--- src/rtl/lcd_rgb_capture_if.sv ---
// lcd_rgb_capture_if: bundle between an RGB888 DE-mode source and the
// capture block.
//   lcd_de, lcd_rgb            : panel-side data enable and pixel
//   pix_valid/data/x/y/sof/eol : reconstructed pixel stream
//   frame_done                 : end-of-frame pulse
//   meas_h_disp, meas_v_disp   : measured geometry of the last frame
//   err_size, locked           : geometry status
// master = the panel/source side, slave = the capture block.
interface lcd_rgb_capture_if #(
    parameter int CNT_W = 11
);
    logic             lcd_de;
    logic [23:0]      lcd_rgb;
    logic             pix_valid;
    logic [23:0]      pix_data;
    logic [CNT_W-1:0] pix_x;
    logic [CNT_W-1:0] pix_y;
    logic             pix_sof;
    logic             pix_eol;
    logic             frame_done;
    logic [CNT_W-1:0] meas_h_disp;
    logic [CNT_W-1:0] meas_v_disp;
    logic             err_size;
    logic             locked;

    modport master (
        output lcd_de, lcd_rgb,
        input  pix_valid, pix_data, pix_x, pix_y, pix_sof, pix_eol,
        input  frame_done, meas_h_disp, meas_v_disp, err_size, locked
    );

    modport slave (
        input  lcd_de, lcd_rgb,
        output pix_valid, pix_data, pix_x, pix_y, pix_sof, pix_eol,
        output frame_done, meas_h_disp, meas_v_disp, err_size, locked
    );
endinterface

--- src/rtl/lcd_rgb_capture.sv ---
// lcd_rgb_capture: DE-mode RGB888 receiver. Rebuilds x/y per pixel from
// lcd_de alone (HS/VS are not used), finds frame boundaries from long
// DE-low gaps, measures the active geometry and reports lock once the
// geometry has been stable and error-free for LOCK_FRAMES frames.
// Ports:
//   lcd_pclk : pixel clock (only clock)
//   rst      : asynchronous active-high reset
//   bus      : slave side of lcd_rgb_capture_if (lcd_de/lcd_rgb in,
//              pixel stream and geometry status out)
// Pixel outputs are registered two edges after the edge that samples
// lcd_de/lcd_rgb.
module lcd_rgb_capture #(
    parameter int CNT_W       = 11,
    parameter int VGAP_MIN    = 1024,
    parameter int LOCK_FRAMES = 2
) (
    input  logic             lcd_pclk,
    input  logic             rst,
    lcd_rgb_capture_if.slave bus
);
    localparam int               MW       = $clog2(LOCK_FRAMES + 1);
    localparam logic [CNT_W-1:0] CMAX     = '1;
    localparam logic [CNT_W-1:0] GAP_TOP  = CNT_W'(VGAP_MIN);
    localparam logic [MW-1:0]    LOCK_TOP = MW'(LOCK_FRAMES);

    typedef enum logic [1:0] {SEARCH, WAIT_SOF, ACTIVE} state_t;

    state_t           state_q, state_d;
    logic             s1_de, s2_de, p_de;
    logic [23:0]      s1_rgb, s2_rgb;
    logic [CNT_W-1:0] gcnt_q, gcnt_d;
    logic             vld_q, vld_d, sof_q, sof_d, eol_q, eol_d;
    logic             fd_q, fd_d, err_q, err_d, lock_q, lock_d;
    logic [23:0]      data_q, data_d;
    logic [CNT_W-1:0] x_q, x_d, y_q, y_d;
    logic [CNT_W-1:0] ref_q, ref_d;   // last x of the first line
    logic [CNT_W-1:0] mh_q, mh_d, mv_q, mv_d;
    logic [CNT_W-1:0] h_new, v_new;
    logic [MW-1:0]    mc_q, mc_d;
    logic             gap_full, pix_go;

    function automatic logic [CNT_W-1:0] sat_inc(input logic [CNT_W-1:0] v);
        return (v == CMAX) ? v : v + 1'b1;
    endfunction

    assign gap_full = (gcnt_q == GAP_TOP);

    always_ff @(posedge lcd_pclk or posedge rst) begin
        if (rst) begin
            state_q <= SEARCH;
            s1_de   <= 1'b0;
            s2_de   <= 1'b0;
            p_de    <= 1'b0;
            s1_rgb  <= '0;
            s2_rgb  <= '0;
            gcnt_q  <= '0;
            vld_q   <= 1'b0;
            sof_q   <= 1'b0;
            eol_q   <= 1'b0;
            fd_q    <= 1'b0;
            err_q   <= 1'b0;
            lock_q  <= 1'b0;
            data_q  <= '0;
            x_q     <= '0;
            y_q     <= '0;
            ref_q   <= '0;
            mh_q    <= '0;
            mv_q    <= '0;
            mc_q    <= '0;
        end else begin
            state_q <= state_d;
            s1_de   <= bus.lcd_de;
            s1_rgb  <= bus.lcd_rgb;
            s2_de   <= s1_de;
            s2_rgb  <= s1_rgb;
            p_de    <= s2_de;
            gcnt_q  <= gcnt_d;
            vld_q   <= vld_d;
            sof_q   <= sof_d;
            eol_q   <= eol_d;
            fd_q    <= fd_d;
            err_q   <= err_d;
            lock_q  <= lock_d;
            data_q  <= data_d;
            x_q     <= x_d;
            y_q     <= y_d;
            ref_q   <= ref_d;
            mh_q    <= mh_d;
            mv_q    <= mv_d;
            mc_q    <= mc_d;
        end
    end

    always_comb begin
        state_d = state_q;
        gcnt_d  = s1_de ? '0 : (gap_full ? gcnt_q : gcnt_q + 1'b1);
        pix_go  = 1'b0;
        vld_d   = 1'b0;
        sof_d   = 1'b0;
        eol_d   = 1'b0;
        fd_d    = 1'b0;
        data_d  = data_q;
        x_d     = x_q;
        y_d     = y_q;
        err_d   = err_q;
        ref_d   = ref_q;
        mh_d    = mh_q;
        mv_d    = mv_q;
        mc_d    = mc_q;
        lock_d  = lock_q;
        h_new   = sat_inc(ref_q);
        v_new   = sat_inc(y_q);

        case (state_q)
            SEARCH: begin
                if (gap_full) state_d = WAIT_SOF;
            end
            WAIT_SOF: begin
                if (s2_de) begin
                    state_d = ACTIVE;
                    pix_go  = 1'b1;
                    sof_d   = 1'b1;
                    x_d     = '0;
                    y_d     = '0;
                    err_d   = 1'b0;
                end
            end
            ACTIVE: begin
                // A full gap guarantees s2_de=0, so frame_done never
                // coincides with a pixel.
                if (gap_full) begin
                    state_d = WAIT_SOF;
                    fd_d    = 1'b1;
                    mh_d    = h_new;
                    mv_d    = v_new;
                    if (!err_q && h_new == mh_q && v_new == mv_q)
                        mc_d = (mc_q >= LOCK_TOP) ? mc_q : mc_q + 1'b1;
                    else
                        mc_d = err_q ? '0 : MW'(1);
                    lock_d = (mc_d >= LOCK_TOP);
                end else if (s2_de) begin
                    pix_go = 1'b1;
                    if (!p_de) begin
                        x_d = '0;
                        if (y_q == CMAX) err_d = 1'b1;
                        else             y_d   = y_q + 1'b1;
                    end else if (x_q == CMAX) begin
                        err_d = 1'b1;
                    end else begin
                        x_d = x_q + 1'b1;
                    end
                end
            end
            default: state_d = SEARCH;
        endcase

        // s1 holds the next sample, so de=0 there marks end of line.
        if (pix_go) begin
            vld_d  = 1'b1;
            data_d = s2_rgb;
            eol_d  = ~s1_de;
            if (!s1_de) begin
                if (y_d == '0)        ref_d = x_d;
                else if (x_d != ref_q) err_d = 1'b1;
            end
        end
    end

    assign bus.pix_valid   = vld_q;
    assign bus.pix_data    = data_q;
    assign bus.pix_x       = x_q;
    assign bus.pix_y       = y_q;
    assign bus.pix_sof     = sof_q;
    assign bus.pix_eol     = eol_q;
    assign bus.frame_done  = fd_q;
    assign bus.meas_h_disp = mh_q;
    assign bus.meas_v_disp = mv_q;
    assign bus.err_size    = err_q;
    assign bus.locked      = lock_q;
endmodule

--- src/flat_wrapper.sv ---
// flat-port wrapper written by rule: the top's interface ports become plain ports
module lcd_rgb_capture_flat 
#(
    parameter int CNT_W       = 11,
    parameter int VGAP_MIN    = 1024,
    parameter int LOCK_FRAMES = 2
)
  (lcd_pclk, rst, bus_lcd_de, bus_lcd_rgb, bus_pix_valid, bus_pix_data, bus_pix_x, bus_pix_y, bus_pix_sof, bus_pix_eol, bus_frame_done, bus_meas_h_disp, bus_meas_v_disp, bus_err_size, bus_locked);
  lcd_rgb_capture_if #(.CNT_W(CNT_W)) bus_i ();
  input  logic lcd_pclk;
  input  logic rst;
  input wire logic [$bits(bus_i.lcd_de)-1:0] bus_lcd_de;
  input wire logic [$bits(bus_i.lcd_rgb)-1:0] bus_lcd_rgb;
  output wire logic [$bits(bus_i.pix_valid)-1:0] bus_pix_valid;
  output wire logic [$bits(bus_i.pix_data)-1:0] bus_pix_data;
  output wire logic [$bits(bus_i.pix_x)-1:0] bus_pix_x;
  output wire logic [$bits(bus_i.pix_y)-1:0] bus_pix_y;
  output wire logic [$bits(bus_i.pix_sof)-1:0] bus_pix_sof;
  output wire logic [$bits(bus_i.pix_eol)-1:0] bus_pix_eol;
  output wire logic [$bits(bus_i.frame_done)-1:0] bus_frame_done;
  output wire logic [$bits(bus_i.meas_h_disp)-1:0] bus_meas_h_disp;
  output wire logic [$bits(bus_i.meas_v_disp)-1:0] bus_meas_v_disp;
  output wire logic [$bits(bus_i.err_size)-1:0] bus_err_size;
  output wire logic [$bits(bus_i.locked)-1:0] bus_locked;
  assign bus_i.lcd_de = bus_lcd_de;
  assign bus_i.lcd_rgb = bus_lcd_rgb;
  assign bus_pix_valid = bus_i.pix_valid;
  assign bus_pix_data = bus_i.pix_data;
  assign bus_pix_x = bus_i.pix_x;
  assign bus_pix_y = bus_i.pix_y;
  assign bus_pix_sof = bus_i.pix_sof;
  assign bus_pix_eol = bus_i.pix_eol;
  assign bus_frame_done = bus_i.frame_done;
  assign bus_meas_h_disp = bus_i.meas_h_disp;
  assign bus_meas_v_disp = bus_i.meas_v_disp;
  assign bus_err_size = bus_i.err_size;
  assign bus_locked = bus_i.locked;
  lcd_rgb_capture #(.CNT_W(CNT_W), .VGAP_MIN(VGAP_MIN), .LOCK_FRAMES(LOCK_FRAMES)) u_core (.lcd_pclk(lcd_pclk), .rst(rst), .bus(bus_i));
endmodule
--- config.mk ---
export PLATFORM = sky130hd
export DESIGN_NAME = lcd_rgb_capture_flat
export DESIGN_NICKNAME = d
export VERILOG_FILES = /design/src/rtl/lcd_rgb_capture_if.sv /design/src/rtl/lcd_rgb_capture.sv /design/src/flat_wrapper.sv
export SDC_FILE = /design/constraint.sdc
export NUM_CORES = 1
export LEC_CHECK = 0
export CORE_MARGIN = 3
export CORE_UTILIZATION = 40
export CTS_BUF_LIST = sky130_fd_sc_hd__clkbuf_16
export CTS_CLUSTER_DIAMETER = 80
export DETAILED_ROUTE_END_ITERATION = 8
export PLACE_DENSITY = 0.71
export RECOVER_POWER = 25
export SETUP_SLACK_MARGIN = 0.02
export SYNTH_ARGS = -nofsm -noshare
export SYNTH_HDL_FRONTEND = slang
export SYNTH_SLANG_ARGS = --single-unit
--- constraint.sdc ---
create_clock -name lcd_pclk -period 5.23 [get_ports lcd_pclk]
set_clock_uncertainty 0.1 [all_clocks]
set_input_delay 0.7845 -clock lcd_pclk [delete_from_list [all_inputs] [get_ports lcd_pclk]]
set_output_delay 0.7845 -clock lcd_pclk [all_outputs]
set_load 0.02 [all_outputs]
==> results.py <==
metrics = {
    "synthesis": {
        "synth_top_family_by_area": "simple AND/OR/NAND/NOR gates",
        "yosysWarningCount": 0,
        "synth_ff_type": "dfrtp_1",
        "synth-simple-area-share": 0.168,
        "muxShareOfSynthArea": 0.0692,
        "synth_most_common_cell": "dfrtp_1",
        "yosys-top-cells-area": "dfrtp_1 54%, mux2_2 6.1%, nand2_1 3.5%",
        "ys_top_cells_by_count": "151 x dfrtp_1, 66 x nand2_1, 47 x o21ai_0, 38 x mux2_2, 36 x nor2_1",
        "netlist.area_leader.share": 0.536,
        "synth_edf_count": 0,
        "yosys.area_share.xor_xnor": 0.0458,
        "ys_types": 67,
        "synth_compound_area_frac": 0.126,
        "synthCells": 658,
        "postSynth.asyncResetShare": 1.00,
        "synth_area_leader_cell": "dfrtp_1",
        "synth_adder_area_share": 0.0178,
        "syn_area_um2": 7050,
        "seq_area_frac_synth": 0.536,
        "syn_area_per_cell_um2": 10.7,
        "synth_seq_cells": 151,
        "synth_nets": 695,
    },
    "drt": {
        "drc": 0,
        "dr.pass1.iters": 5,
        "viasPerCell": 5.54,
        "wire_per_inst_um": 18.2,
        "drt-total-wl_um": 18000,
        "antenna_left": 0,
        "vias": 5463,
        "drt_iter0_drc": 456,
    },
    "clock_network": {
        "clk_latency_ps": 430,
        "cts_root_buf": "clkbuf_16",
        "ctsResizeCount": 0,
        "cts.sinks": 151,
        "cts_made_buffers": 17,
        "cts_hold_buf": 0,
        "cts_setup_buffers": 0,
        "clkTransAtPathRegs_ps": 70,
        "h-tree-depth": 4,
        "cts_tree": "built",
        "clockBufferDepth": 2,
    },
    "global_route": {
        "met2_usage": 0.295,
        "grt.overflow.total": 0,
        "gr-max-usage-layer": "met2",
        "met1_usage": 0.264,
        "grt_max_degree": 76,
        "antenna_found_initial": 0,
        "grt_usage": 0.190,
        "first_global_vias": 5322,
        "grt_pass1_wl_um": 29400,
        "use_met3": 0.0500,
    },
    "power": {
        "p_per_area_nw_per_um2": 281,
        "p_leak_nw": 3.79,
        "finalPower_mw": 2.47,
        "irDropWorstVdd_mv": 0.217,
    },
    "critical_path": {
        "cp.required_ps": 5440,
        "cp_max_fo": 11,
        "critical_path_class": "register to register",
        "cp.arrival_ps": 3710,
        "crit_path_end_kind": "register",
        "cp-start-kind": "register",
    },
    "placed_design": {
        "gp_congestion": 0.900,
        "io_buffer_count": 100,
        "dp_slack_ps": 1830,
        "dp.cells": 954,
        "dp_hpwl_um": 12700,
    },
    "timing": {
        "worstMarginPinSlew_ps": 3220,
        "rsz0062_at_grt": "no",
        "fin_crit_ps": 3500,
        "relSlewSlack": -1.16,
        "setup_viol": 0,
        "period_share": 0.669,
        "fin_ws_ps": 1730,
        "timing.final.hold_violations": 0,
        "slew_viol_final": 76,
        "setup_tns_ps": 0,
        "fmax_mhz": 286,
        "fin_hold_ws_ps": 242,
    },
    "worst_hold_path": {
        "hold_path.class": "register to register",
    },
    "final_layout": {
        "drive_above_1_share": 0.120,
        "antenna_cells": 0,
        "area_delta_synth_final_pct": 24.8,
        "final_nets": 790,
        "layout.cells.non_filler": 986,
    },
    "run_status": {
        "violations": "capacitance limit, slew limit",
        "status": "complete, but fails checks",
    },
    "floorplanning": {
        "die-width_um": 139,
        "die_area_um2": 19200,
        "rows": 47,
        "design.core.area_um2": 16900,
        "initial_core_util": 0.416,
        "die_h_um": 139,
        "num_io_pins": 101,
    },
    "flow_run": {
        "timing.max_cap.violations": 1,
    },
}
critical path, stage by stage (launching register included):
cell and delay (ps):
dfrtp_1 510, ha_1 350, nand4_1 180, nor3_1 580, nor3b_1 140, xnor2_1 350
a31oi_1 140, nand3b_1 240, nor4_2 180, buf_4 240, mux2_2 350
worst paths after layout:
path | from | endpoint | slack, ps | cells past startpoint
setup / recovery | u_core.bus.pix_y[0] | u_core.ref_q[10] | 1730 | 10
hold / removal | u_core.s1_rgb[19] | u_core.s2_rgb[19] | 240 | 0
setup reg to reg | u_core.bus.pix_y[0] | u_core.ref_q[10] | 1730 | 10
hold reg to reg | u_core.s1_rgb[19] | u_core.s2_rgb[19] | 240 | 0
max in group asynchronous | rst | u_core.bus.pix_y[8] | 1750 | 3
min in group asynchronous | rst | u_core.bus.pix_data[11] | 1660 | 2
routing by layer:
metal | part of all wire | vias to the layer above
met4 | 0.014 | 0
met3 | 0.058 | 21
met1 | 0.46 | 2687
li1 | - | 2562
met5 | 0 | -
met2 | 0.47 | 193
cell families after synthesis:
logic type      after synthesis
simple gates                222
flops                       151
compound gates              141
buf+inv                      54
mux                          44
xor+xnor                     36
fa+ha+maj                    10
registers in the layout, summed over array words and instances, names as in the netlist, 2 cells and up:
register                count
u_core.bus.meas_h_disp     11
u_core.s1_rgb              24
u_core.mc_q                 2
u_core.bus.pix_x           11
u_core.bus.pix_data        24
u_core.gcnt_q              11
u_core.s2_rgb              24
u_core.bus.pix_y           11
u_core.ref_q               11
u_core.bus.meas_v_disp     11
u_core.state_q              2
per-stage QoR:
stage | utilization | area, µm²
6_report | 0.519 | 8790
4_1_cts | 0.520 | 8800
3_3_place_gp | 0.485 | 8210
5_1_grt | 0.519 | 8790
2_1_floorplan | - | 7050
3_5_place_dp | 0.485 | 8210
cells in the final DEF, fill, tap and decap left out, types with 3 or more instances in the layout:
cell type,instances
or3_1,6
nor4_1,8
dfrtp_1,151
and3_1,8
nand4_1,14
nand3_1,24
nor2b_1,4
ha_1,10
and2_1,4
nor4b_1,3
buf_4,6
a31o_2,3
clkdlybuf4s50_1,74
clkinv_8,3
a21o_1,5
nand2_1,66
o31ai_1,6
dlygate4sd3_1,26
a21oi_1,32
o21ai_0,47
a2111oi_0,3
o2bb2ai_1,3
a22o_1,4
mux2_2,38
nor3_1,22
nand2b_1,3
a31oi_1,14
xor2_1,19
xnor2_1,16
nand3b_1,3
inv_1,24
clkbuf_16,17
mux2i_1,6
and4_1,4
inv_6,5
a211o_1,3
nor2_1,35
area by class of cell:
cell class,count,area [µm²]
inverter,24,91.3
clock buffer,17,425
timing repair buffer,106,1050
clock inverter,15,166
tap,220,275
multi-input combinational,453,3010
fill,1493,8140
sequential,151,3780
power by group:
group | total [mW] | internal, mW | switching (mW)
registers | 1.20 | 1.19 | 0.0114
logic | 0.0522 | 0.0189 | 0.0333
clock network | 1.22 | 0.675 | 0.541
total | 2.47 | 1.88 | 0.585
Note: power is estimated with default switching activity, not from simulation.
